File: src/rtl/serial_subtractor_pkg.sv
// rtl/serial_subtractor_pkg.sv - shared state encodings and default width for the serial subtractor
package serial_subtractor_pkg;

  localparam int DEFAULT_WIDTH = 8;

  typedef enum logic [1:0] {
    ST_IDLE = 2'd0,
    ST_RUN  = 2'd1,
    ST_DONE = 2'd2
  } state_t;

endpackage

File: src/rtl/full_subtractor.sv
// rtl/full_subtractor.sv - one-bit full subtractor, x - y - bin
module full_subtractor (
  input  logic x,
  input  logic y,
  input  logic bin,
  output logic d,
  output logic bout
);

  assign d    = x ^ y ^ bin;
  assign bout = (~x & y) | (~(x ^ y) & bin);

endmodule

File: src/rtl/serial_subtractor.sv
// rtl/serial_subtractor.sv - bit-serial unsigned subtractor, LSB first, one bit per clock
module serial_subtractor
  import serial_subtractor_pkg::*;
#(
  parameter int N = DEFAULT_WIDTH
) (
  input  logic         clk,
  input  logic         rst,
  input  logic         start,
  input  logic [N-1:0] a,
  input  logic [N-1:0] b,
  output logic         busy,
  output logic         done,
  output logic [N-1:0] diff,
  output logic         borrow_out
);

  localparam int CNT_W = (N > 2) ? $clog2(N) : 1;
  localparam logic [CNT_W-1:0] LAST_BIT = CNT_W'(N - 1);

  state_t           state_q, state_d;
  logic [N-1:0]     a_sr, b_sr, res_sr;
  logic [N-1:0]     diff_q;
  logic             bw_q, borrow_q;
  logic [CNT_W-1:0] cnt_q;
  logic             bit_d, bit_bout;
  logic             last_bit;

  full_subtractor u_fs (
    .x    (a_sr[0]),
    .y    (b_sr[0]),
    .bin  (bw_q),
    .d    (bit_d),
    .bout (bit_bout)
  );

  assign last_bit = (cnt_q == LAST_BIT);

  always_ff @(posedge clk) begin
    if (rst) begin
      state_q <= ST_IDLE;
    end else begin
      state_q <= state_d;
    end
  end

  always_comb begin
    state_d = state_q;
    case (state_q)
      ST_IDLE: if (start) state_d = ST_RUN;
      ST_RUN:  if (last_bit) state_d = ST_DONE;
      ST_DONE: state_d = ST_IDLE;
      default: state_d = ST_IDLE;
    endcase
  end

  // Published result only changes on the edge that completes the last bit.
  always_ff @(posedge clk) begin
    if (rst) begin
      a_sr     <= '0;
      b_sr     <= '0;
      res_sr   <= '0;
      bw_q     <= 1'b0;
      cnt_q    <= '0;
      diff_q   <= '0;
      borrow_q <= 1'b0;
    end else begin
      case (state_q)
        ST_IDLE: begin
          if (start) begin
            a_sr  <= a;
            b_sr  <= b;
            bw_q  <= 1'b0;
            cnt_q <= '0;
          end
        end
        ST_RUN: begin
          a_sr   <= a_sr >> 1;
          b_sr   <= b_sr >> 1;
          res_sr <= {bit_d, res_sr[N-1:1]};
          bw_q   <= bit_bout;
          cnt_q  <= last_bit ? '0 : cnt_q + 1'b1;
          if (last_bit) begin
            diff_q   <= {bit_d, res_sr[N-1:1]};
            borrow_q <= bit_bout;
          end
        end
        default: ;
      endcase
    end
  end

  assign busy       = (state_q == ST_RUN);
  assign done       = (state_q == ST_DONE);
  assign diff       = diff_q;
  assign borrow_out = borrow_q;

endmodule

File: config.mk
export PLATFORM = sky130hd
export DESIGN_NAME = serial_subtractor
export DESIGN_NICKNAME = d
export VERILOG_FILES = /design/src/rtl/serial_subtractor_pkg.sv /design/src/rtl/full_subtractor.sv /design/src/rtl/serial_subtractor.sv
export SDC_FILE = /design/constraint.sdc
export NUM_CORES = 1
export LEC_CHECK = 0
export CORE_ASPECT_RATIO = 2
export CORE_MARGIN = 2
export CORE_UTILIZATION = 35
export DETAILED_ROUTE_END_ITERATION = 12
export PLACE_DENSITY = 0.64
export SLEW_MARGIN = 20
export SYNTH_ARGS = -nofsm -noshare
export SYNTH_HDL_FRONTEND = slang
export SYNTH_SLANG_ARGS = --single-unit
File: constraint.sdc
create_clock -name clk -period 2 [get_ports clk]
set_clock_uncertainty 0.15 [all_clocks]
set_input_delay 0.4 -clock clk [delete_from_list [all_inputs] [get_ports clk]]
set_output_delay 0.4 -clock clk [all_outputs]
set_load 0.01 [all_outputs]
Yosys cells after proc, flatten, opt, wreduce, memory -nomap -nowiden
Index checks and enable logic that the tools add are counted.

cells by class
  $add $sub $neg = 1
  equal/unequal tests = 5
  mux-type cells = 12
  bitwise logic cells = 7
  reduce and logical (&&, ||, !) cells = 5

operators by type and width
  operator                                                          count
  8-bit one-hot mux with 2 select lines                             2
  8-bit two-way mux                                                 2
  3-bit two-way mux                                                 2
  3-bit one-hot mux with 2 select lines                             1
  2-bit AND reduction                                               3
  2-bit two-way mux                                                 2
  2-bit one-hot mux with 2 select lines                             1
  3-bit by 1-bit adder with 3-bit output (second input constant)    1
  3-bit == test (second input constant)                             1
  1-bit bitwise AND                                                 2
  2-bit by 1-bit == test with 1-bit output (second input constant)  1
  2-bit == test (second input constant)                             1
  2-bit zero test                                                   1
  2-bit by 1-bit != test with 1-bit output (second input constant)  1
  2-bit != test (second input constant)                             1
  1-bit inverter                                                    2
  1-bit one-hot mux with 2 select lines                             1
  2-bit nonzero test                                                1
  1-bit XOR                                                         2
  1-bit two-way mux                                                 1
  1-bit bitwise OR                                                  1

word-level totals
  flip-flop bits (word level) = 39
  input bits = 19
  output and inout port bits = 11
  word-level logic and storage cells = 38

Logic depth before layout (Yosys ltp)
Gate-level depths: netlist of run 1.

  word-level depth = 5
  depth in mapped cells = 6
  mapped depth without buffers = 5

Cells and area by module
Synthesis of run 1 repeated with hierarchy kept, for this count alone.

second synthesis, totals
  cells, all modules = 171
  area, all modules = 1667.8 µm²

by module, submodules not included
  module             instances  cells an instance  area an instance (µm²)  seq. area each (µm²)
  serial_subtractor  1          167                1636.6                  760.7
  full_subtractor    1          4                  31.3                    0.0

Least setup slack after synthesis of run 1
No wires, ideal clock.

  kind = reg-to-reg
  start point = reg cnt_q[0]
  end point = reg borrow_q (netlist: borrow_out)
  setup time = 0.086 ns
  data arrival time = 1.218 ns
  setup slack = 0.545 ns
  stages on the path, launching flop included = 6
  clock period less this slack = 1.455 ns
  cell sequence = dfxtp_1 > ha_1 > ha_1 > and3b_1 > buf_2 > a211oi_1

on the way
  cells in the longest elaborated chain, start to end = 2

RTL lines
  what                           RTL line                 text
  from (decl)                    serial_subtractor.sv:25  logic [CNT_W-1:0] cnt_q;
  from (signal assigned)         serial_subtractor.sv:82  cnt_q <= last_bit ? '0 : cnt_q + 1'b1;
  3-bit == test                  serial_subtractor.sv:37  assign last_bit = (cnt_q == LAST_BIT);
  2-bit AND reduction (no line)  --
  to (signal assigned)           serial_subtractor.sv:85  borrow_q <= bit_bout;
  to (decl)                      serial_subtractor.sv:24  logic bw_q, borrow_q;

No other way between the ends.
A chain may end at the register's enable or synchronous reset.

Worst setup path after layout of run 1
  start point = reg borrow_q (netlist: borrow_out)
  end point = out borrow_out

RTL lines
  what       RTL line                 text
  to (decl)  serial_subtractor.sv:15  output logic borrow_out

No word-level cell between the ends.

==> flow_metrics.env, run 1 <==
export IMPL_outcome="complete, no violations"
export IMPL_wire_length_of_the_first_global_routing_pass_mm=5.33
export IMPL_cts_hold_buffers=0
export IMPL_place_gp_congestion=0.675
export IMPL_seq_area_frac_synth_pct=45.5
export IMPL_clock_tree_buffer_depth=2
export IMPL_setup_viol=0
export IMPL_yosys_warnings=0
export IMPL_synth_area_per_cell_um2=9.89
export IMPL_first_global_vias=1221
export IMPL_register_area_um2=762
export IMPL_synth_async_reset_ratio_pct=0
export IMPL_grtUsageTotal_pct=13.5
export IMPL_layout_worst_path_cycle_share_pct=86.5
export IMPL_worst_ep_required_time_ns=1.45
export IMPL_number_of_antenna_violations_at_the_first_check_in_global_routing=0
export IMPL_timing_slew_headroom_pct=72.8
export IMPL_detailroute_via_count=1227
export IMPL_met3WireLength_um=107
export IMPL_cts_tree="built"
export IMPL_syn_num_nets=191
export IMPL_total_power_w=0.00182
export IMPL_path_delay_family="buffers and inverters"
export IMPL_vdd_ir_drop_max_v=0.000529
export IMPL_setup_worst_path_start_class="flop"
export IMPL_dp_hpwl_mm=2.24
export IMPL_detail_route_iter0_violations=8
export IMPL_cts_root_buffer_cell="sky130_fd_sc_hd__clkbuf_8"
export IMPL_fmaxAchievable_mhz=578
export IMPL_area_used_by_multi_input_combinational_logic_um2=778
export IMPL_grt_setup_unrepaired="no"
export IMPL_grt_overflow_total=0
export IMPL_ys_ff_latch=38
export IMPL_flow_area_growth_from_synthesis_pct=27.8
export IMPL_transition_time_at_the_pin_with_the_least_slew_margin_ns=0.407
export IMPL_final_net_count=222
export IMPL_highest_signal_layer="met4"
export IMPL_hold_class="flop to flop"
export IMPL_vias_per_cell=4.79
export IMPL_start_util_pct=36.4
export IMPL_cp_slowest_cell="sky130_fd_sc_hd__clkdlybuf4s50_1"
export IMPL_netlist_cell_type_count=26
export IMPL_met1_wire_length_mm=1.24
export IMPL_detailed_route_wirelength_on_metal2_mm=1.74
export IMPL_dieHeight_um=102
export IMPL_slew_violations=0
export IMPL_ys_dominant_reg_cell="sky130_fd_sc_hd__dfxtp_1"
export IMPL_critical_path_max_stage_delay_ns=0.54
export IMPL_postRouteWirelength_mm=3.16
export IMPL_cts_clk_slew_worst_paths_ns=0.07
export IMPL_layout_cells_sized_above_1_pct=18.9
export IMPL_ant_nets=0
export IMPL_clock_latency_at_the_later_pin_of_the_worst_skew_pair_ns=0.29
export IMPL_syn_instance_count=169
export IMPL_maxCapViolations=0
export IMPL_clock_sinks=38
export IMPL_worst_path_class_setup="flop to output pin"
export IMPL_peak_fanout_along_the_critical_path=2
export IMPL_ioPinCount=30
export IMPL_path_buf_inv=1
export IMPL_cell_chain_of_the_critical_path="clkdlybuf4s50_1"
export IMPL_wl_per_cell_um=12.4
export IMPL_num_rows=35
export IMPL_critPathArrivalTime_ns=1.18
export IMPL_ctsHtreeMaxLevel=2
export IMPL_die_width_um=52.9
export IMPL_core_um2=4600
export IMPL_synth_enable_flop_cells=0
export IMPL_synthesis_area_um2=1670
export IMPL_drt_pass_1_iters=3
export IMPL_diodes=0
export IMPL_period_needed_ns=1.73
export IMPL_place_port_buffers=29
export IMPL_power_leakage_nw=0.804
export IMPL_num_fill_cells=468
export IMPL_setup_tns_ns=0
export IMPL_detail_route_drc_violations=0
export IMPL_timing_critical_path_to_type="output pin"
export IMPL_die_area_um2=5380
export IMPL_grt_start_max_net_pins=39
export IMPL_power_per_cell_area_nw_per_um2=852
export IMPL_numCtsBuffers=5
export IMPL_hold_viol=0
per-layer routing:
layer  vias up  track usage (%)
met2        18             23.2
met4         0             7.10
met3         5             3.98
met5         -                0
li1        638                -
met1       566             14.3
report_power, final:
part	leakage [nW]	switching [W]	internal [W]
clock network	0.0714	0.000269	0.000532
registers	0.311	0.0000201	0.000790
logic	0.422	0.0000989	0.000109
total	0.804	0.000388	0.00143
cells in the final DEF, fill, tap and decap left out, drive strengths merged, types with 4 or more instances in the layout:
master | synthesis | layout
dfxtp | 38 | 38
nand2 | 30 | 30
clkbuf | 3 | 6
buf | 9 | 7
mux2i | 15 | 15
a21oi | 15 | 15
a22oi | 5 | 5
inv | 4 | 4
nor2 | 23 | 23
a211oi | 15 | 15
clkdlybuf4s50 | 0 | 27
area by class of cell:
class | instances | share of cell area, %
Sequential cell | 38 | 35.7
Timing Repair Buffer | 36 | 17.3
Tap cell | 55 | 3.22
Clock inverter | 2 | 2.81
Clock buffer | 6 | 3.87
Multi-Input combinational cell | 115 | 36.4
Inverter | 4 | 0.703
synth_stat cells, drive strengths merged, types with 2 or more instances:
master	instances	area, um^2
a211oi	15	183
a21oi	15	75.1
a22oi	5	37.5
buf	9	106
clkbuf	3	11.3
dfxtp	38	761
ha	2	25.0
inv	4	15.0
mux2i	15	150
nand2	30	113
nor2	23	101
cell families after synthesis:
family	count (synthesis)	synth area share, %
buffers and inverters	16	7.93
muxes	15	8.98
adders and majority gates	3	2.69
and+or+nand+nor	59	15.3
DFF	38	45.5
AOI/OAI and AO/OA	38	19.6
per-stage QoR:
stage	cell area, um^2	utilization (%)	setup WS [ns]	cells	hold slack, ns
2_1_floorplan	1670	-	0.545	169	0.282
3_3_place_gp	1990	43.3	0.241	248	0.293
3_5_place_dp	1990	43.3	0.213	248	0.300
4_1_cts	2130	46.4	0.00291	256	0.310
5_1_grt	2140	46.4	0.176	256	0.338
6_report	2140	46.4	0.271	256	0.308
timing repair:
action / 4_1_cts / 5_1_grt
resized for setup: 2 / 1
setup buffers: 0 / 0
setup endpoints to repair: 2 / 1
flip-flops by register name (all words and copies together) (netlist names):
name        count
res_sr          7
bw_q            1
b_sr            8
state_q         2
borrow_out      1
cnt_q           3
diff            8
a_sr            8
worst paths after layout:
kind	start	endpoint	slack, ns	cells after the start
setup / recovery	borrow_out	borrow_out	0.27	1
setup reg to reg	cnt_q[0]	borrow_out	0.34	5
hold reg to reg	diff[0]	diff[0]	0.31	2
hold / removal	diff[0]	diff[0]	0.31	2
(Power assumes the default switching activity.)
==> run 2: changes to the inputs <==
Settings changed: MAX_ROUTING_LAYER set to met4.
==> run 2 against run 1 <==
- combinational power hardly changed
- critical path depth grew 2
- die area did not move
- largest cell class unchanged
- global-route usage rose by 0.39 points
- largest power group unchanged
- wire length increased by 0.13%
- flip-flop and latch count is the same
- design area unchanged
- fmax hardly changed
- utilization unchanged
- highest routed layer unchanged
==> flow_metrics.env, run 2 (synthesis gave the netlist of run 1 again) <==
export IMPL_outcome="complete, no violations"
export IMPL_internal_power_w=0.00143
export IMPL_layoutNonFillerInstCount=256
export IMPL_diodes=0
export IMPL_layout_cells_sized_above_1_pct=18.9
export IMPL_postLayoutSetupSlackWorst_ns=0.270
export IMPL_grtUsageTotal_pct=13.9
export IMPL_ant_nets=0
export IMPL_power_leakage_nw=0.804
export IMPL_timing_critical_path_to_type="output pin"
export IMPL_detail_route_drc_violations=0
export IMPL_setup_worst_path_start_class="flop"
export IMPL_power_share_switching_pct=21.4
export IMPL_setup_tns_ns=0
export IMPL_register_area_um2=762
export IMPL_hold_viol=0
export IMPL_slew_violations=0
export IMPL_drt_pass_1_iters=4
export IMPL_flow_area_growth_from_synthesis_pct=27.8
export IMPL_ioPinCount=30
export IMPL_layout_worst_path_cycle_share_pct=86.5
export IMPL_grt_overflow_total=0
export IMPL_die_width_um=52.9
export IMPL_core_um2=4600
export IMPL_vias_per_cell=4.82
export IMPL_clock_sinks=38
export IMPL_maxCapViolations=0
export IMPL_area_used_by_multi_input_combinational_logic_um2=778
export IMPL_postRouteWirelength_mm=3.17
export IMPL_power_per_cell_area_nw_per_um2=852
export IMPL_cts_tree="built"
export IMPL_ctsHtreeMaxLevel=2
export IMPL_fmaxAchievable_mhz=578
export IMPL_start_util_pct=36.4
export IMPL_first_global_vias=1223
export IMPL_period_needed_ns=1.73
export IMPL_place_port_buffers=29
export IMPL_cts_clk_slew_worst_paths_ns=0.07
export IMPL_hold_class="flop to flop"
export IMPL_clock_tree_buffer_depth=2
export IMPL_post_place_setup_slack_ns=0.213
export IMPL_seq_power_share_pct=44.5
export IMPL_num_fill_cells=468
export IMPL_setup_viol=0
export IMPL_place_gp_congestion=0.681
export IMPL_clock_power_share_pct=44.0
export IMPL_place_detailed_instances=248
export IMPL_layout_cells_most_common="sky130_fd_sc_hd__dfxtp_1"
export IMPL_worst_hold_slack_ns=0.308
export IMPL_clock_latency_at_the_later_pin_of_the_worst_skew_pair_ns=0.29
export IMPL_number_of_antenna_violations_at_the_first_check_in_global_routing=0
export IMPL_layout_cells_most_common_list="sky130_fd_sc_hd__dfxtp_1, sky130_fd_sc_hd__nand2_1, sky130_fd_sc_hd__clkdlybuf4s50_1"
export IMPL_critPathArrivalTime_ns=1.18
export IMPL_worst_ep_required_time_ns=1.45
export IMPL_dieHeight_um=102
export IMPL_detailroute_via_count=1234
export IMPL_num_rows=35
export IMPL_grt_start_max_net_pins=39
export IMPL_die_area_um2=5380
export IMPL_wl_per_cell_um=12.4
export IMPL_worst_path_class_setup="flop to output pin"
export IMPL_combinationalPowerShare_pct=11.4
export IMPL_final_net_count=222
export IMPL_detail_route_iter0_violations=9
export IMPL_peak_fanout_along_the_critical_path=8
export IMPL_cts_setup_buffers=0
export IMPL_vdd_ir_drop_max_v=0.000528
export IMPL_dp_hpwl_mm=2.24
export IMPL_timing_slew_headroom_pct=72.8
export IMPL_wire_length_of_the_first_global_routing_pass_mm=5.33
export IMPL_grt_setup_unrepaired="no"
export IMPL_post_route_util_pct=46.4
export IMPL_numCtsBuffers=5
export IMPL_cts_root_buffer_cell="sky130_fd_sc_hd__clkbuf_8"
export IMPL_transition_time_at_the_pin_with_the_least_slew_margin_ns=0.406
export IMPL_power_switching_w=0.000389
-- run 2: cell counts in the layout (fill, tap and decap cells not counted) --
No cell type changed its count.
-- run 2: path summary, 6_finish.rpt --
| kind | start | to | slack, ns | cells past startpoint |
|---|---|---|---|---|
| worst max-delay path | state_q[1] | busy | 0.27 | 3 |
| worst min-delay path | diff[0] | diff[0] | 0.31 | 2 |
| worst max register to register | cnt_q[0] | borrow_out | 0.34 | 5 |
| worst min register to register | diff[0] | diff[0] | 0.31 | 2 |
-- run 2: power groups by stage --
stage | logic [W] | clock network (W) | registers, W
floorplan | 0.000157 | 0 | 0.000824
global placement | 0.000210 | 0 | 0.000828
detailed placement | 0.000212 | 0 | 0.000829
CTS | 0.000212 | 0.000820 | 0.000811
global route | 0.000228 | 0.000847 | 0.000815
finish | 0.000208 | 0.000801 | 0.000810
-- run 2: layer usage --
layer / vias up / routed length [um] / GRT usage [%]
li1: 639 / - / -
met1: 571 / 1270 / 14.3
met2: 18 / 1720 / 23.2
met3: 6 / 109 / 3.98
met4: 0 / 68 / 7.10
met5: - / 0 / -
-- run 2: per-stage QoR --
| step | instance area (um^2) | power (W) |
|---|---|---|
| global placement | 1990 | 0.00104 |
| floorplan | 1670 | 0.000981 |
| CTS | 2130 | 0.00184 |
| global route | 2140 | 0.00189 |
| finish | 2140 | 0.00182 |
| detailed placement | 1990 | 0.00104 |
-- run 2: worst max-delay path, stage by stage, from the launching register on --
cell and delay [ns]:
sky130_fd_sc_hd__dfxtp_2 0.38, sky130_fd_sc_hd__nand2b_1 0.17, sky130_fd_sc_hd__inv_2 0.06, sky130_fd_sc_hd__dlygate4sd2_1 0.28
-- run 2: cell type report --
| class | count | area share (%) |
|---|---|---|
| clock inverters | 2 | 2.81 |
| inverters | 4 | 0.703 |
| well taps | 55 | 3.22 |
| flip-flops and latches | 38 | 35.7 |
| clock buffers | 6 | 3.87 |
| repair buffers | 36 | 17.3 |
| multi-input cells | 115 | 36.4 |
-- run 2: timing repair --
item | 4_1_cts | 5_1_grt
hold buffers | 0 | 0
pin swaps | 0 | 0
gates resized for setup | 2 | 1
endpoints found under the setup margin | 2 | 1
endpoints found under the hold margin | 0 | 0
==> run 3: changes to the inputs <==
Settings changed: CTS_CLUSTER_SIZE set to 10.
==> results of run 3 <==
No change in the layout: final DEF, timing and power equal those of run 2.
